===== src/rtl/fifo_read_stream_pkg.sv =====
// Shared types for the FIFO read-side streaming adapter: skid occupancy states and depth.
package fifo_pkg;
  localparam int SKID_DEPTH = 2;

  typedef enum logic [1:0] {
    S0 = 2'd0,
    S1 = 2'd1,
    S2 = 2'd2
  } occ_state_e;
endpackage


===== src/rtl/fifo_read_stream_if.sv =====
// FIFO read port plus downstream valid/ready stream, seen from the adapter (master) or its environment (slave).
interface fifo_read_stream_if #(parameter int WIDTH = 8);
  logic             EMPTY;
  logic [WIDTH-1:0] R_DO;
  logic             REN;
  logic [WIDTH-1:0] M_DATA;
  logic             M_VALID;
  logic             M_READY;
  logic [1:0]       OCC;

  modport master (
    input  EMPTY, R_DO, M_READY,
    output REN, M_DATA, M_VALID, OCC
  );

  modport slave (
    output EMPTY, R_DO, M_READY,
    input  REN, M_DATA, M_VALID, OCC
  );
endinterface


===== src/rtl/fifo_read_stream_skid2.sv =====
// Two-entry output buffer: captures FIFO read data, presents the oldest word downstream.
// Occupancy lives in the state register; M_DATA/M_VALID come straight from registers.
module fifo_skid2
  import fifo_pkg::*;
#(
  parameter int WIDTH = 8
) (
  input  logic             clk_i,
  input  logic             rst_i,
  input  logic             cap_i,
  input  logic [WIDTH-1:0] dat_i,
  input  logic             m_ready_i,
  output logic [WIDTH-1:0] m_data_o,
  output logic             m_valid_o,
  output logic [1:0]       occ_o,
  output logic             pop_o
);

  occ_state_e       state_q;
  logic [WIDTH-1:0] ent_q [SKID_DEPTH];

  assign m_valid_o = (state_q != S0);
  assign m_data_o  = ent_q[0];
  assign occ_o     = state_q;
  assign pop_o     = m_valid_o & m_ready_i;

  always_ff @(posedge clk_i or posedge rst_i) begin
    if (rst_i) begin
      state_q  <= S0;
      ent_q[0] <= '0;
      ent_q[1] <= '0;
    end else begin
      case (state_q)
        S0: begin
          if (cap_i) begin
            ent_q[0] <= dat_i;
            state_q  <= S1;
          end
        end
        S1: begin
          if (cap_i && pop_o) begin
            ent_q[0] <= dat_i;
          end else if (cap_i) begin
            ent_q[1] <= dat_i;
            state_q  <= S2;
          end else if (pop_o) begin
            ent_q[0] <= ent_q[1];
            state_q  <= S0;
          end
        end
        S2: begin
          // A capture here only ever coincides with a pop; credit limiting keeps it so.
          if (pop_o) begin
            ent_q[0] <= ent_q[1];
            if (cap_i) begin
              ent_q[1] <= dat_i;
            end else begin
              state_q <= S1;
            end
          end
        end
        default: state_q <= S0;
      endcase
    end
  end

endmodule


===== src/rtl/fifo_read_stream.sv =====
// Read-side adapter from a FIFO (REN/R_DO/EMPTY) to a valid/ready stream.
// REN is issued only while buffered plus in-flight words, less this cycle's pop, leave a free entry.
module fifo_read_stream
  import fifo_pkg::*;
#(
  parameter int WIDTH = 8
) (
  input  logic               RCLK,
  input  logic               RRST,
  fifo_read_stream_if.master bus
);

  logic       inflight_q;
  logic       inflight_d;
  logic       ren;
  logic       pop;
  logic [2:0] credit;

  fifo_skid2 #(.WIDTH(WIDTH)) u_skid (
    .clk_i     (RCLK),
    .rst_i     (RRST),
    .cap_i     (inflight_q),
    .dat_i     (bus.R_DO),
    .m_ready_i (bus.M_READY),
    .m_data_o  (bus.M_DATA),
    .m_valid_o (bus.M_VALID),
    .occ_o     (bus.OCC),
    .pop_o     (pop)
  );

  // pop implies OCC >= 1, so the subtraction cannot wrap.
  assign credit     = {1'b0, bus.OCC} + {2'b00, inflight_q} - {2'b00, pop};
  assign ren        = !RRST && !bus.EMPTY && (credit < 3'(SKID_DEPTH));
  assign inflight_d = ren;
  assign bus.REN    = ren;

  always_ff @(posedge RCLK or posedge RRST) begin
    if (RRST) begin
      inflight_q <= 1'b0;
    end else begin
      inflight_q <= inflight_d;
    end
  end

endmodule


===== src/flat_wrapper.sv =====
// flat-port wrapper written by rule: the top's interface ports become plain ports
module fifo_read_stream_flat import fifo_pkg::*;
#(
  parameter int WIDTH = 8
)
  (RCLK, RRST, bus_EMPTY, bus_R_DO, bus_M_READY, bus_REN, bus_M_DATA, bus_M_VALID, bus_OCC);
  fifo_read_stream_if #(.WIDTH(WIDTH)) bus_i ();
  input  logic RCLK;
  input  logic RRST;
  input wire logic [$bits(bus_i.EMPTY)-1:0] bus_EMPTY;
  input wire logic [$bits(bus_i.R_DO)-1:0] bus_R_DO;
  input wire logic [$bits(bus_i.M_READY)-1:0] bus_M_READY;
  output wire logic [$bits(bus_i.REN)-1:0] bus_REN;
  output wire logic [$bits(bus_i.M_DATA)-1:0] bus_M_DATA;
  output wire logic [$bits(bus_i.M_VALID)-1:0] bus_M_VALID;
  output wire logic [$bits(bus_i.OCC)-1:0] bus_OCC;
  assign bus_i.EMPTY = bus_EMPTY;
  assign bus_i.R_DO = bus_R_DO;
  assign bus_i.M_READY = bus_M_READY;
  assign bus_REN = bus_i.REN;
  assign bus_M_DATA = bus_i.M_DATA;
  assign bus_M_VALID = bus_i.M_VALID;
  assign bus_OCC = bus_i.OCC;
  fifo_read_stream #(.WIDTH(WIDTH)) u_core (.RCLK(RCLK), .RRST(RRST), .bus(bus_i));
endmodule

===== config.mk =====
export PLATFORM = sky130hd
export DESIGN_NAME = fifo_read_stream_flat
export DESIGN_NICKNAME = d
export VERILOG_FILES = /design/src/rtl/fifo_read_stream_pkg.sv /design/src/rtl/fifo_read_stream_if.sv /design/src/rtl/fifo_read_stream_skid2.sv /design/src/rtl/fifo_read_stream.sv /design/src/flat_wrapper.sv
export SDC_FILE = /design/constraint.sdc
export NUM_CORES = 1
export LEC_CHECK = 0
export BUFFER_PORTS_ARGS = -buffer_cell sky130_fd_sc_hd__clkbuf_2
export CAP_MARGIN = 20
export CELL_PAD_IN_SITES_DETAIL_PLACEMENT = 0
export CELL_PAD_IN_SITES_GLOBAL_PLACEMENT = 2
export CORE_UTILIZATION = 35
export DETAILED_ROUTE_END_ITERATION = 6
export PLACE_DENSITY_LB_ADDON = 0.2
export REMOVE_ABC_BUFFERS = 1
export SYNTH_ARGS = -nofsm -noshare
export SYNTH_HDL_FRONTEND = slang
export SYNTH_SLANG_ARGS = --single-unit
export TNS_END_PERCENT = 1

===== constraint.sdc =====
create_clock -name RCLK -period 2.1 [get_ports RCLK]
set_input_delay 0 -clock RCLK [delete_from_list [all_inputs] [get_ports RCLK]]
set_output_delay 0 -clock RCLK [all_outputs]
set_load 0.005 [all_outputs]

==> impl_metrics.env <==
export IMPL_tightestPinTransition_ns=0.716
export IMPL_dp_slack_ns=0.0365
export IMPL_antenna_found_initial=0
export IMPL_critPathKind="reg -> out"
export IMPL_cp_required_ns=2.10
export IMPL_hold_end="u_core.u_skid.occ_o[1]$_DFFE_PP0P_"
export IMPL_path_clk_slew_ns=0.11
export IMPL_peakVddDrop_v=0.000595
export IMPL_die_h_microns=58.7
export IMPL_cts_tree="yes"
export IMPL_grt_usage_pct=14.4
export IMPL_num_rows=20
export IMPL_finalWirelength_microns=2190
export IMPL_diodes=0
export IMPL_worstHoldPathType="in -> reg"
export IMPL_grt_pass1_wl_microns=3680
export IMPL_synth_area_top_cells="dfrtp_1, mux2_4, mux2_2"
export IMPL_start_util_pct=36.8
export IMPL_fin_crit_sh_pct=104
export IMPL_crit_arrival_ns=2.19
export IMPL_ant_nets=0
export IMPL_io_pins=24
export IMPL_final_nets=147
export IMPL_cpMaxStageDelayCell="fa_2"
export IMPL_regToRegEndpoint="u_core.u_skid.ent_q[0]$_DFFE_PP0P_"
export IMPL_place_port_buffers=23
export IMPL_ys_async_sr_fraction_pct=100
export IMPL_power_density_nw_per_um2=1650
export IMPL_slew_headroom_pct=52.2
export IMPL_wl_per_cell_microns=12.8
export IMPL_viasPerCell=4.68
export IMPL_die_area_sq_um=3440
export IMPL_firstDrtPassIters=2
export IMPL_rrSetupSlack_ns=-0.04
export IMPL_clockBufferDepth=2
export IMPL_drive_above_1_share_pct=58.3
export IMPL_critPathBufInv=2
export IMPL_syn_avg_cell_area_sq_um=12.6
export IMPL_cp_slowest_stage_delay_ns=0.56
export IMPL_synth_ff_type="dfrtp_1"
export IMPL_multiInputGateArea_sq_um=599
export IMPL_start_kind="flop"
export IMPL_synth_top_cell_by_area="dfrtp_1"
export IMPL_outcome="finished, violations left"
export IMPL_maxSlewViolCount=0
export IMPL_netlist_instances=89
export IMPL_fin_ws_ns=-0.0865
export IMPL_synth_edf_count=0
export IMPL_r2r_start="u_core.u_skid.occ_o[0]$_DFFE_PP0P_"
export IMPL_grt_max_degree=20
export IMPL_crit_fanout=4
export IMPL_place_congestion=0.792
export IMPL_area_delta_synth_final_pct=31.7
export IMPL_htreeDepth=1
export IMPL_fp_dieW_microns=58.7
export IMPL_p_leak_nw=0.745
export IMPL_yosysTopAreaCellShare_pct=42.3
export IMPL_whs_path_depth=4
export IMPL_setup_violations_final=9
export IMPL_fin_skew_ns=0.00665
export IMPL_fillers=303
export IMPL_maxCapViolCount=0
export IMPL_worstRegToRegCells=9
export IMPL_dpl_instance_area_sq_um=1260
export IMPL_end_kind="output pin"
export IMPL_worstHoldStart="bus_M_READY"
export IMPL_design_area_sq_um=1480
export IMPL_hold_viol_final=0
export IMPL_cp_cell_sequence="inv_2 > ha_4 > nand2b_4 > xnor2_2 > nand2_2 > fa_2 > nor4b_2 > buf_2"
export IMPL_clock_sinks=19
export IMPL_clk_latency_ns=0.29
export IMPL_holdWs_ns=0.185
export IMPL_core_sq_um=3050
export IMPL_min_period_ns=2.19
export IMPL_yosys_register_bits=19
export IMPL_first_iter_violations=12
export IMPL_yosys_warnings=0
export IMPL_fmax_mhz=457
export IMPL_grt_overflow_total=0
export IMPL_vias=800
export IMPL_syn_area_sq_um=1120
export IMPL_seq_area_sq_um=475
export IMPL_drcViolationCount=0
export IMPL_ys_seq_area_share_pct=42.3
export IMPL_grt_setup_unrepaired="true"
export IMPL_cpLargestDelayFamily="adder cells"
export IMPL_netlist_cell_type_count=28
export IMPL_cts_root_buf="clkbuf_4"
export IMPL_violations="negative setup slack"
export IMPL_cts_buffers_inserted=3
export IMPL_grt_pass1_vias=816
==> stage by stage <==
stage	total power [mW]	util, %	cells	TNS (ns)
after floorplan	1.66	-	79	-0.0710
after global placement	2.07	41.4	152	0
after detailed placement	2.09	41.4	152	0
after CTS	2.37	46.8	168	-0.172
after global routing	2.66	48.5	171	-1.24
final	2.45	48.5	171	-0.310
==> worst max-delay path by stage <==
stage / start / to / slack [ns] / depth (start not counted)
2_1_floorplan: u_core.u_skid.occ_o[1]$_DFFE_PP0P_ / u_core.inflight_q$_DFF_PP0_ / -0.07 / 8
3_3_place_gp: u_core.u_skid.occ_o[0]$_DFFE_PP0P_ / bus_REN / 0.12 / 9
3_5_place_dp: u_core.u_skid.occ_o[0]$_DFFE_PP0P_ / bus_REN / 0.04 / 9
4_1_cts: u_core.u_skid.occ_o[0]$_DFFE_PP0P_ / bus_REN / -0.17 / 9
5_1_grt: u_core.u_skid.occ_o[0]$_DFFE_PP0P_ / bus_REN / -0.25 / 9
6_report: u_core.u_skid.occ_o[1]$_DFFE_PP0P_ / bus_REN / -0.09 / 8
==> area by class of cell <==
| class | count | area share, % |
|---|---|---|
| multi-input cells | 54 | 40.5 |
| inverters | 6 | 1.52 |
| clock buffers | 3 | 1.52 |
| repair buffers | 44 | 20.4 |
| clock inverters | 1 | 0.338 |
| well taps | 44 | 3.72 |
| flip-flops and latches | 19 | 32.1 |
==> report_power, final <==
group | internal [mW] | switching (mW) | total, mW | leakage [nW]
Clock | 0.0707 | 0.112 | 0.183 | 0.0177
Combinational | 0.931 | 0.680 | 1.61 | 0.491
Sequential | 0.551 | 0.103 | 0.653 | 0.236
Total | 1.55 | 0.895 | 2.45 | 0.745
==> sequential cells by signal, indices dropped and copies added (netlist names) <==
name,count
u_core.u_skid.occ_o,2
u_core.inflight_q,1
u_core.u_skid.m_data_o,8
u_core.u_skid.ent_q,8
==> worst register-to-register path: cells and delay by family, from the launching register on <==
kind,cells,cell delay (ns)
compound gates,1,0.11
fa+ha+maj,1,0.18
buf+inv,4,0.56
flops,1,0.40
mux,1,0.30
simple gates,2,0.48
==> synthesized netlist by cell type (2+ instances only) <==
cell	count
ha_1	6
nor2_1	2
a22o_2	8
mux2_4	8
nand3_1	2
buf_4	8
mux2_2	8
inv_1	6
a21oi_1	2
nand2_1	3
dfrtp_1	19
==> routing by layer <==
metal / share of wire [%] / wire [microns] / vias to the layer above / global-route usage [%]
met2: 52 / 1140 / 14 / 25.5
met3: 2.4 / 53 / 2 / 2.64
met4: 0.37 / 8 / 0 / 4.08
met5: 0 / 0 / - / 0
met1: 45 / 984 / 399 / 17.9
li1: - / - / 385 / -
==> kinds of logic (layout without fill, tap and decap cells) <==
family	Yosys count	count (layout)	share of synthesized area (%)
AOI/OAI and AO/OA	17	17	13.5
xor gates and xnor gates	2	2	1.56
adders and majority gates	7	7	8.45
buffers and inverters	16	54	8.79
DFF	19	19	42.3
muxes	17	17	19.6
and+or+nand+nor	11	11	5.90
==> repair_timing <==
item | 4_1_cts | 5_1_grt
setup endpoints to repair | 1 | 9
cloned | 0 | 0
pin swaps | 3 | 4
endpoints found under the hold margin | 28 | 0
setup buffers | 2 | 3
gates resized for setup | 5 | 8
hold buffers | 10 | 0
==> cell usage in the layout, fill, tap and decap left out, types with 3 or more instances in the layout <==
cell / Yosys / routed
inv_1: 6 / 4
mux2_2: 8 / 8
dfrtp_1: 19 / 19
clkbuf_2: 0 / 22
dlygate4sd3_1: 0 / 10
buf_4: 8 / 10
ha_1: 6 / 4
a22o_2: 8 / 8
mux2_4: 8 / 8
clkbuf_4: 0 / 3
(Power assumes the default switching activity.)
